File: src/rtl/cpu_pkg.sv
// Shared CPU definitions: funct3 memory-width codes, exception causes
// and the load/store unit state encoding.
package cpu_pkg;

    localparam logic [2:0] F3_B  = 3'b000;
    localparam logic [2:0] F3_H  = 3'b001;
    localparam logic [2:0] F3_W  = 3'b010;
    localparam logic [2:0] F3_BU = 3'b100;
    localparam logic [2:0] F3_HU = 3'b101;

    localparam logic [3:0] CAUSE_LD_MISALIGN = 4'd4;
    localparam logic [3:0] CAUSE_LD_FAULT    = 4'd5;
    localparam logic [3:0] CAUSE_ST_MISALIGN = 4'd6;
    localparam logic [3:0] CAUSE_ST_FAULT    = 4'd7;

    typedef enum logic [1:0] {
        LSU_IDLE   = 2'd0,
        LSU_ACCESS = 2'd1,
        LSU_RESP   = 2'd2
    } lsu_state_e;

    // Halfwords need bit 0 clear; words (and any unlisted width,
    // which behaves as a word) need both low bits clear.
    function automatic logic is_misaligned(input logic [2:0] f3,
                                           input logic [1:0] lo);
        logic mis;
        mis = 1'b0;
        case (f3)
            F3_B, F3_BU: mis = 1'b0;
            F3_H, F3_HU: mis = lo[0];
            default:     mis = |lo;
        endcase
        return mis;
    endfunction

endpackage

File: src/rtl/lsu_align.sv
// Combinational lane logic for the load/store unit.
// Ports: funct3_i/addr_lo_i select width and lane; wdata_i -> wdata_o
// replicated store data, be_o byte enables, rdata_i -> ldata_o extended
// load value, lane_o the naturally aligned low address bits.
module lsu_align
    import cpu_pkg::*;
(
    input  logic [2:0]  funct3_i,
    input  logic [1:0]  addr_lo_i,
    input  logic [31:0] wdata_i,
    input  logic [31:0] rdata_i,
    output logic [1:0]  lane_o,
    output logic [3:0]  be_o,
    output logic [31:0] wdata_o,
    output logic [31:0] ldata_o
);

    logic [31:0] rsh;
    logic [7:0]  byte_sel;
    logic [15:0] half_sel;

    always_comb begin
        rsh      = rdata_i >> {addr_lo_i, 3'b000};
        byte_sel = rsh[7:0];
        half_sel = addr_lo_i[1] ? rdata_i[31:16] : rdata_i[15:0];

        lane_o  = 2'b00;
        be_o    = 4'b1111;
        wdata_o = wdata_i;
        ldata_o = rdata_i;

        case (funct3_i)
            F3_B, F3_BU: begin
                lane_o  = addr_lo_i;
                be_o    = 4'b0001 << addr_lo_i;
                wdata_o = {4{wdata_i[7:0]}};
                if (funct3_i == F3_B) begin
                    ldata_o = {{24{byte_sel[7]}}, byte_sel};
                end else begin
                    ldata_o = {24'b0, byte_sel};
                end
            end
            F3_H, F3_HU: begin
                lane_o  = {addr_lo_i[1], 1'b0};
                be_o    = 4'b0011 << {addr_lo_i[1], 1'b0};
                wdata_o = {2{wdata_i[15:0]}};
                if (funct3_i == F3_H) begin
                    ldata_o = {{16{half_sel[15]}}, half_sel};
                end else begin
                    ldata_o = {16'b0, half_sel};
                end
            end
            default: begin
                lane_o  = 2'b00;
                be_o    = 4'b1111;
                wdata_o = wdata_i;
                ldata_o = rdata_i;
            end
        endcase
    end

endmodule

File: src/rtl/cpu_lsu.sv
// Load/store unit: one outstanding access between execute and data memory.
// Execute side valid/ready (req_*), memory side req/ack (mem_*),
// load results to writeback (wb_*), completion/exception pulses
// (done, exc_valid, exc_cause). Sync active-high reset.
// Build option MISALIGN_TRAP_EN: misaligned H/W accesses trap (cause 4/6)
// instead of being silently aligned.
module cpu_lsu
    import cpu_pkg::*;
#(
    parameter int unsigned TIMEOUT_CYC = 255,
    parameter int unsigned TMO_W       = 8
) (
    input  logic        clk,
    input  logic        reset,
    input  logic        req_valid,
    output logic        req_ready,
    input  logic        req_load,
    input  logic        req_store,
    input  logic [2:0]  req_funct3,
    input  logic [31:0] req_addr,
    input  logic [31:0] req_wdata,
    input  logic [4:0]  req_rd,
    output logic        mem_req,
    output logic        mem_we,
    output logic [31:0] mem_addr,
    output logic [3:0]  mem_be,
    output logic [31:0] mem_wdata,
    input  logic        mem_ack,
    input  logic [31:0] mem_rdata,
    output logic        wb_valid,
    output logic [4:0]  wb_rd,
    output logic [31:0] wb_data,
    output logic        done,
    output logic        exc_valid,
    output logic [3:0]  exc_cause
);

    lsu_state_e state_q, state_d;

    logic             we_q,     we_d;
    logic             ld_q,     ld_d;
    logic [31:0]      addr_q,   addr_d;
    logic [3:0]       be_q,     be_d;
    logic [31:0]      wdata_q,  wdata_d;
    logic [2:0]       f3_q,     f3_d;
    logic [1:0]       lo_q,     lo_d;
    logic [4:0]       rd_q,     rd_d;
    logic [31:0]      wbdata_q, wbdata_d;
    logic [3:0]       cause_q,  cause_d;
    logic             fault_q,  fault_d;
    logic [TMO_W-1:0] tmo_q,    tmo_d;

    logic        idle;
    logic [2:0]  al_f3;
    logic [1:0]  al_lo;
    logic [1:0]  al_lane;
    logic [3:0]  al_be;
    logic [31:0] al_wdata;
    logic [31:0] al_ldata;
    logic        tmo_hit;

    assign idle = (state_q == LSU_IDLE);

    // While idle the aligner sees the incoming request; during the
    // access it sees the latched width/lane so it can extend read data.
    assign al_f3 = idle ? req_funct3    : f3_q;
    assign al_lo = idle ? req_addr[1:0] : lo_q;

    lsu_align u_align (
        .funct3_i  (al_f3),
        .addr_lo_i (al_lo),
        .wdata_i   (req_wdata),
        .rdata_i   (mem_rdata),
        .lane_o    (al_lane),
        .be_o      (al_be),
        .wdata_o   (al_wdata),
        .ldata_o   (al_ldata)
    );

    assign tmo_hit = (TIMEOUT_CYC != 0) &&
                     ((32'(tmo_q) + 32'd1) == 32'(TIMEOUT_CYC));

    always_comb begin
        state_d  = state_q;
        we_d     = we_q;
        ld_d     = ld_q;
        addr_d   = addr_q;
        be_d     = be_q;
        wdata_d  = wdata_q;
        f3_d     = f3_q;
        lo_d     = lo_q;
        rd_d     = rd_q;
        wbdata_d = wbdata_q;
        cause_d  = cause_q;
        fault_d  = fault_q;
        tmo_d    = tmo_q;

        case (state_q)
            LSU_IDLE: begin
                if (req_valid) begin
                    we_d    = req_store;
                    ld_d    = req_load;
                    addr_d  = {req_addr[31:2], 2'b00};
                    be_d    = al_be;
                    wdata_d = al_wdata;
                    f3_d    = req_funct3;
                    lo_d    = al_lane;
                    rd_d    = req_rd;
                    fault_d = 1'b0;
                    tmo_d   = '0;
                    state_d = LSU_ACCESS;
`ifdef MISALIGN_TRAP_EN
                    if (is_misaligned(req_funct3, req_addr[1:0])) begin
                        fault_d = 1'b1;
                        cause_d = req_store ? CAUSE_ST_MISALIGN
                                            : CAUSE_LD_MISALIGN;
                        state_d = LSU_RESP;
                    end
`endif
                end
            end
            LSU_ACCESS: begin
                if (mem_ack) begin
                    if (ld_q) begin
                        wbdata_d = al_ldata;
                    end
                    tmo_d   = '0;
                    state_d = LSU_RESP;
                end else if (tmo_hit) begin
                    fault_d = 1'b1;
                    cause_d = we_q ? CAUSE_ST_FAULT : CAUSE_LD_FAULT;
                    tmo_d   = '0;
                    state_d = LSU_RESP;
                end else begin
                    tmo_d = tmo_q + 1'b1;
                end
            end
            LSU_RESP: begin
                state_d = LSU_IDLE;
            end
            default: begin
                state_d = LSU_IDLE;
            end
        endcase
    end

    always_ff @(posedge clk) begin
        if (reset) begin
            state_q  <= LSU_IDLE;
            we_q     <= 1'b0;
            ld_q     <= 1'b0;
            addr_q   <= '0;
            be_q     <= '0;
            wdata_q  <= '0;
            f3_q     <= '0;
            lo_q     <= '0;
            rd_q     <= '0;
            wbdata_q <= '0;
            cause_q  <= '0;
            fault_q  <= 1'b0;
            tmo_q    <= '0;
        end else begin
            state_q  <= state_d;
            we_q     <= we_d;
            ld_q     <= ld_d;
            addr_q   <= addr_d;
            be_q     <= be_d;
            wdata_q  <= wdata_d;
            f3_q     <= f3_d;
            lo_q     <= lo_d;
            rd_q     <= rd_d;
            wbdata_q <= wbdata_d;
            cause_q  <= cause_d;
            fault_q  <= fault_d;
            tmo_q    <= tmo_d;
        end
    end

    assign req_ready = idle;
    assign mem_req   = (state_q == LSU_ACCESS);
    assign mem_we    = we_q;
    assign mem_addr  = addr_q;
    assign mem_be    = be_q;
    assign mem_wdata = wdata_q;
    assign done      = (state_q == LSU_RESP);
    assign wb_valid  = (state_q == LSU_RESP) && ld_q && !fault_q;
    assign exc_valid = (state_q == LSU_RESP) && fault_q;
    assign wb_rd     = rd_q;
    assign wb_data   = wbdata_q;
    assign exc_cause = cause_q;

endmodule

File: config.mk
export PLATFORM = sky130hd
export DESIGN_NAME = cpu_lsu
export DESIGN_NICKNAME = d
export VERILOG_FILES = /design/src/rtl/cpu_pkg.sv /design/src/rtl/lsu_align.sv /design/src/rtl/cpu_lsu.sv
export SDC_FILE = /design/constraint.sdc
export NUM_CORES = 1
export LEC_CHECK = 0
export CAP_MARGIN = 20
export CORE_MARGIN = 2
export CORE_UTILIZATION = 39
export DETAILED_ROUTE_END_ITERATION = 8
export PLACE_DENSITY_LB_ADDON = 0.05
export SLEW_MARGIN = 5
export SYNTH_ARGS = -nofsm -noshare
export SYNTH_HDL_FRONTEND = slang
export SYNTH_SLANG_ARGS = --single-unit
export TNS_END_PERCENT = 30
File: constraint.sdc
create_clock -name clk -period 1.9 [get_ports clk]
set_input_delay 0.38 -clock clk [delete_from_list [all_inputs] [get_ports clk]]
set_output_delay 0.38 -clock clk [all_outputs]
set_load 0.01 [all_outputs]
==> Word-level counts from Yosys, hierarchy flattened <==
Cells that the tools add are included.
W data, S select, Z words.
{ "totals": {"out_inout_bits": 115, "register_bits": 125, "inputBits": 110} }
{ "classes": {"mux": 22, "n_eq_ne": 10, "n_bitwise": 1, "addsub": 2, "n_reduce_logical": 15, "n_shift": 3} }
{ "op_table": {"columns": ["cell", "count"], "rows": [
  ["$pmux W32 S2", 2],
  ["$mux W32", 2],
  ["$shr A32 B5 Y8", 1],
  ["$mux W8", 3],
  ["$mux W16", 1],
  ["$pmux W8 S2", 1],
  ["$mux W2", 5],
  ["$add A8 B1 Y9 const B", 1],
  ["$eq A9 B8 Y1 const B", 1],
  ["$add A8 B1 Y8 const B", 1],
  ["$pmux W2 S2", 2],
  ["$pmux W4 S2", 1],
  ["$eq A3 B3 Y1 const B", 2],
  ["$reduce_and A2 Y1", 3],
  ["$reduce_and A3 Y1", 2],
  ["$ne A2 B2 Y1 const B", 2],
  ["$reduce_and A4 Y1", 1],
  ["$reduce_or A2 Y1", 2],
  ["$shl A1 B2 Y4 const A", 1],
  ["$shl A2 B2 Y4 const A", 1],
  ["$eq A3 B1 Y1 const B", 1],
  ["$logic_and A1 B1 Y1", 3],
  ["$logic_not A3 Y1", 1],
  ["$mux W1", 3],
  ["other kinds (10)", 10]
]} }

==> Logic depth before layout (Yosys ltp) <==
Gate-level depths: netlist of the first run.
{ "depth": {"ltp_word": 5, "mapped_depth": 8} }

==> Modules after synthesis <==
From an unflattened synthesis of the first run, not the netlist that was laid out.
{ "unflattened": {"cells_unflattened": 752, "area_unflattened_um2": 5854.4} }
{ "by_module_without_submodules": {"columns": ["mod", "instances", "area_each_um2", "cells_per_inst", "seq_area_each_um2"], "rows": [
  ["cpu_lsu", 1, 4559.4, 579, 2462.4],
  ["lsu_align", 1, 1295.0, 173, 0.0]
]} }

==> Worst setup path after synthesis of the first run <==
Ideal clock, no wire load.
{ "synth_timing": {"kind": "flip-flop to flip-flop", "start": "reg state_q[0]", "end": "reg wbdata_q[6], in the netlist wb_data[6]", "setup_ns": 0.124, "arrival_ns": 1.894, "slack_ns": -0.118, "n_path_buf": 1, "period_less_slack_ns": 2.018, "path_stages_with_launch": 7, "path_cell_list": "dfxtp_1 nor2_2 mux2i_4 clkbuf_1 mux2_2 a221oi_1 a21oi_1"} }
{ "synth_between": {"elab_chain_len": 5, "elab_cells_between_ends": 16, "classes_between": "eq/ne: 4; shift: 1; mux: 6; reduce/logical: 5"} }
{ "synth_rtl": {"columns": ["element", "line", "text"], "rows": [
  ["start, declared", "cpu_lsu.sv:38", "lsu_state_e state_q, state_d;"],
  ["start signal, assigned", "cpu_lsu.sv:163", "state_q <= state_d;"],
  ["$logic_not A2 Y1", "cpu_lsu.sv:62", "assign idle = (state_q == LSU_IDLE);"],
  ["$mux W2 / $mux W3 (equally long branches)", "cpu_lsu.sv:67, cpu_lsu.sv:66", null],
  ["$shr A32 B5 Y8 (tied with other cells)", "lsu_align.sv:23", "rsh = rdata_i >> {addr_lo_i, 3'b000};"],
  ["$mux W32 (tied with other cells)", "lsu_align.sv:37", "if (funct3_i == F3_B) begin"],
  ["$pmux W32 S2", "lsu_align.sv:32", "case (funct3_i)"],
  ["end signal, assigned", "cpu_lsu.sv:172", "wbdata_q <= wbdata_d;"],
  ["end, declared", "cpu_lsu.sv:48", "logic [31:0] wbdata_q, wbdata_d;"]
]} }
Parallel ways exist; a longest one is shown, timed or not.
A chain may end at the register's enable or synchronous reset.

==> Worst setup path in the final report of the first run <==
{ "layout_timing": {"start": "reg state_q[1]", "end": "reg wbdata_q[15], in the netlist wb_data[15]"} }
{ "layout_between": {"elab_chain_len": 5, "elab_cells_between_ends": 16, "classes_between": "eq/ne: 4; shift: 1; mux: 6; reduce/logical: 5"} }
{ "layout_rtl": {"columns": ["element", "line"], "rows": [
  ["$logic_not A2 Y1", "cpu_lsu.sv:62"],
  ["$mux W2 / $mux W3 (equally long branches)", "cpu_lsu.sv:67, cpu_lsu.sv:66"],
  ["$shr A32 B5 Y8 (tied with other cells)", "lsu_align.sv:23"],
  ["$mux W32 (tied with other cells)", "lsu_align.sv:37"],
  ["$pmux W32 S2", "lsu_align.sv:32"]
]} }
Parallel ways exist; a longest one is shown, timed or not.

==> flow_summary.json, run 1 <==
{
  "io_buffers": 221,
  "regArea_um2": 2470,
  "cts_tree": "built",
  "finalNonFillerCells": 1088,
  "fmaxAchievable_ghz": 0.505,
  "grt_pass1_wl_mm": 28.1,
  "synth.largest_area_cell": "dfxtp_1",
  "synth-xor-area-share_pct": 0.329,
  "ys_warn_count": 0,
  "hold_path_class": "reg2reg",
  "switching_power_mw": 1.95,
  "multi_input_area_um2": 2710,
  "grt_overflow": 0,
  "synthCells": 651,
  "grtUsageTotal_pct": 24.3,
  "period_needed_ps": 1980,
  "ff2ff_setup_slack_ps": -80,
  "cts_buffers": 17,
  "p_leak_nw": 3.31,
  "synth-edff-count": 0,
  "syn_to_final_growth_pct": 66.5,
  "synthArstFlopShare_pct": 0,
  "start_util_pct": 40.0,
  "rsz0062_at_grt": "true",
  "synth_compound_area_share_pct": 25.8,
  "netSwitchingFraction_pct": 25.1,
  "ir_drop_v": 0.000569,
  "intPower_mw": 5.81,
  "fill_cells": 1124,
  "ys_seq_elements": 123,
  "required_ps": 2180,
  "stdcell_area_um2": 8860,
  "synth.area.mux_share_pct": 3.08,
  "period_share_pct": 104,
  "wl_per_cell_um": 16.7,
  "ctsHtreeMaxLevel": 4,
  "die_w_um": 121,
  "clock_tree.root_cell": "clkbuf_16",
  "endpoint_kind": "flop",
  "failed_checks": "setup timing",
  "dp_cells": 1051,
  "drt-initial-drc-count": 438,
  "p_per_area_nw_per_um2": 876,
  "yosys-top-cells-area": "dfxtp_1 (46%), nand2_1 (12%), a21oi_1 (7.5%), o21ai_0 (4.4%), a31oi_2 (2.4%)",
  "dp_slack_ps": -532,
  "clock_skew_ps": 6.42,
  "boundaryPins": 225,
  "wl_mm": 18.1,
  "dp_hpwl_mm": 12.7,
  "syn_area_um2": 5320,
  "antenna_cells": 0,
  "synth_top_family_by_area": "compound AO/OA/AOI/OAI gates",
  "whs_ps": 453,
  "place_area_um2": 8050,
  "worstSetupPathType": "reg2reg",
  "grt_pass1_vias": 5631,
  "nets": 1011,
  "synth_top_area_share_pct": 46.3,
  "avgSynthCellArea_um2": 8.17,
  "power_frac_comb_pct": 19.2,
  "ys_types": 52,
  "drc": 0,
  "core-area_um2": 13300,
  "grt_max_degree": 79,
  "synth_fa_ha_area_share_pct": 0.470,
  "drive_above_1_share_pct": 16.4,
  "clock-sinks": 123,
  "via_per_inst": 5.28,
  "setup-violations-final": 25,
  "clk-insertion-delay-late_ps": 410,
  "rows": 42,
  "place_congestion": 0.897,
  "die_area_um2": 14600,
  "ys_seq_area_share_pct": 46.3,
  "power_frac_seq_pct": 36.3,
  "antenna_found_initial": 0,
  "synth-simple-area-share_pct": 18.6,
  "fin_ws_ps": -80.1,
  "drv_cap": 0,
  "fin_util_pct": 66.6,
  "arrival_ps": 2260,
  "die_h_um": 121,
  "cts_buffer_depth": 2,
  "vias": 5742,
  "p_clk_share_pct": 44.6,
  "crit_fanout": 15,
  "drv_slew": 0,
  "crit_path_start_kind": "flop",
  "clkTransAtPathRegs_ps": 50,
  "first_pass_iters": 5,
  "synth_flop_cell": "dfxtp_1",
  "status": "complete, but fails checks",
  "hold_viol": 0,
  "detail-route-antenna-nets": 0
}
layout by cell type (no fill, tap or decap), drive strengths merged, types with 4 or more instances in the layout:
| cell type | n |
|---|---|
| clkdlybuf4s50 | 213 |
| nand2 | 166 |
| dfxtp | 123 |
| a21oi | 81 |
| buf | 62 |
| o21ai | 50 |
| nor2 | 27 |
| a31oi | 25 |
| clkbuf | 24 |
| a22oi | 13 |
| nand3 | 10 |
| mux2 | 9 |
| a211oi | 9 |
| a311oi | 9 |
| a222oi | 8 |
| inv | 7 |
| dlygate4sd2 | 5 |
| mux2i | 5 |
| o211ai | 4 |
| nand4 | 4 |
| clkinvlp | 4 |
| bufinv | 4 |
| and3 | 4 |
| nor2b | 4 |
final timing paths:
check / end / from / cells past startpoint
worst max register to register: wb_data[15] / state_q[1] / 7
worst min-delay path: mem_addr[14] / mem_addr[14] / 2
worst min register to register: mem_addr[14] / mem_addr[14] / 2
worst max-delay path: wb_data[15] / state_q[1] / 7
cell families (layout without fill, tap and decap cells):
kind of cell | Yosys count | after routing
adder cells (fa/ha/maj) | 2 | 2
flip-flops | 123 | 123
other | 1 | 3
multiplexers | 14 | 14
AND/OR/NAND/NOR | 233 | 233
buffers and inverters | 63 | 322
AO/OA/AOI/OAI | 213 | 213
XOR/XNOR | 2 | 2
metrics by stage:
stage | setup TNS (ps) | total power, mW
after floorplan | -27.0 | 3.50
after global placement | -19770 | 4.29
after detailed placement | -21680 | 4.31
after CTS | -1140 | 7.79
after global routing | -3560 | 8.07
final | -1120 | 7.76
power by group through the flow:
stage	clock (mW)	combinational, mW	sequential, mW
3_3_place_gp	0	1.43	2.86
2_1_floorplan	0	0.576	2.92
6_report	3.46	1.49	2.81
3_5_place_dp	0	1.45	2.87
4_1_cts	3.51	1.46	2.81
5_1_grt	3.63	1.61	2.83
critical path: stages (launching register included):
cell	delay [ps]
dfxtp_2	340
buf_6	130
or3b_4	370
and3_4	170
a211o_1	280
a31oi_4	260
buf_12	200
a311oi_2	100
flip-flops by register name, indices dropped and copies added, names as in the netlist, 2 cells and up:
name / count
tmo_q: 8
exc_cause: 2
wb_rd: 5
wb_data: 32
mem_addr: 30
lo_q: 2
mem_wdata: 32
f3_q: 3
mem_be: 4
state_q: 2
cell type report:
type	count	area share, %
Tap cell	176	2.49
Sequential cell	123	27.9
Multi-Input combinational cell	467	30.6
Inverter	7	0.297
Clock inverter	10	1.85
Clock buffer	22	5.35
Timing Repair Buffer	283	31.5
timing repair:
item	in CTS	in global routing
hold buffers	0	0
setup buffers	1	2
endpoints found under the setup margin	44	55
gates resized for setup	23	19
endpoints found under the hold margin	0	0
pin swaps	6	11
cloned	1	1
synthesized netlist by cell type, types with 2 or more instances:
| cell | number |
|---|---|
| nand2_1 | 166 |
| dfxtp_1 | 123 |
| a21oi_1 | 80 |
| o21ai_0 | 47 |
| clkbuf_1 | 31 |
| nor2_1 | 25 |
| buf_2 | 16 |
| a31oi_1 | 14 |
| a22oi_1 | 13 |
| a31oi_2 | 10 |
| nand3_1 | 10 |
| a211oi_1 | 9 |
| a311oi_1 | 9 |
| a222oi_1 | 8 |
| mux2_2 | 8 |
| inv_1 | 7 |
| buf_4 | 5 |
| and3_1 | 4 |
| mux2i_1 | 4 |
| nand4_1 | 4 |
| nor2b_1 | 4 |
| o211ai_1 | 4 |
| a211o_1 | 3 |
| and2_1 | 3 |
| nand2b_1 | 3 |
| o21ai_1 | 3 |
| a221oi_1 | 2 |
| a41oi_1 | 2 |
| buf_1 | 2 |
| buf_6 | 2 |
| ha_1 | 2 |
| nor2_2 | 2 |
| o31a_1 | 2 |
| o31ai_1 | 2 |
| or3_1 | 2 |
| or4_1 | 2 |
| or4b_1 | 2 |
| xnor2_1 | 2 |
layer usage:
layer  global-route usage [%]  up-vias  wire length [um]
met4                     8.79        0               409
met3                     8.25       33              1440
li1                         -     2794                 -
met1                     29.1     2683              7450
met2                     40.3      232              8840
met5                        0        -                 0
No activity file was read; power rests on OpenSTA's default activity.
==> run 2: changes to the inputs <==
--- a/config.mk
+++ b/config.mk
@@ -5,6 +5,7 @@
 export SDC_FILE = /design/constraint.sdc
 export NUM_CORES = 1
 export LEC_CHECK = 0
+export ABC_CLOCK_PERIOD_IN_PS = 1900
 export CAP_MARGIN = 20
 export CORE_MARGIN = 2
 export CORE_UTILIZATION = 39
==> results of run 2 <==
No change in the layout: final DEF, timing and power equal those of run 1.
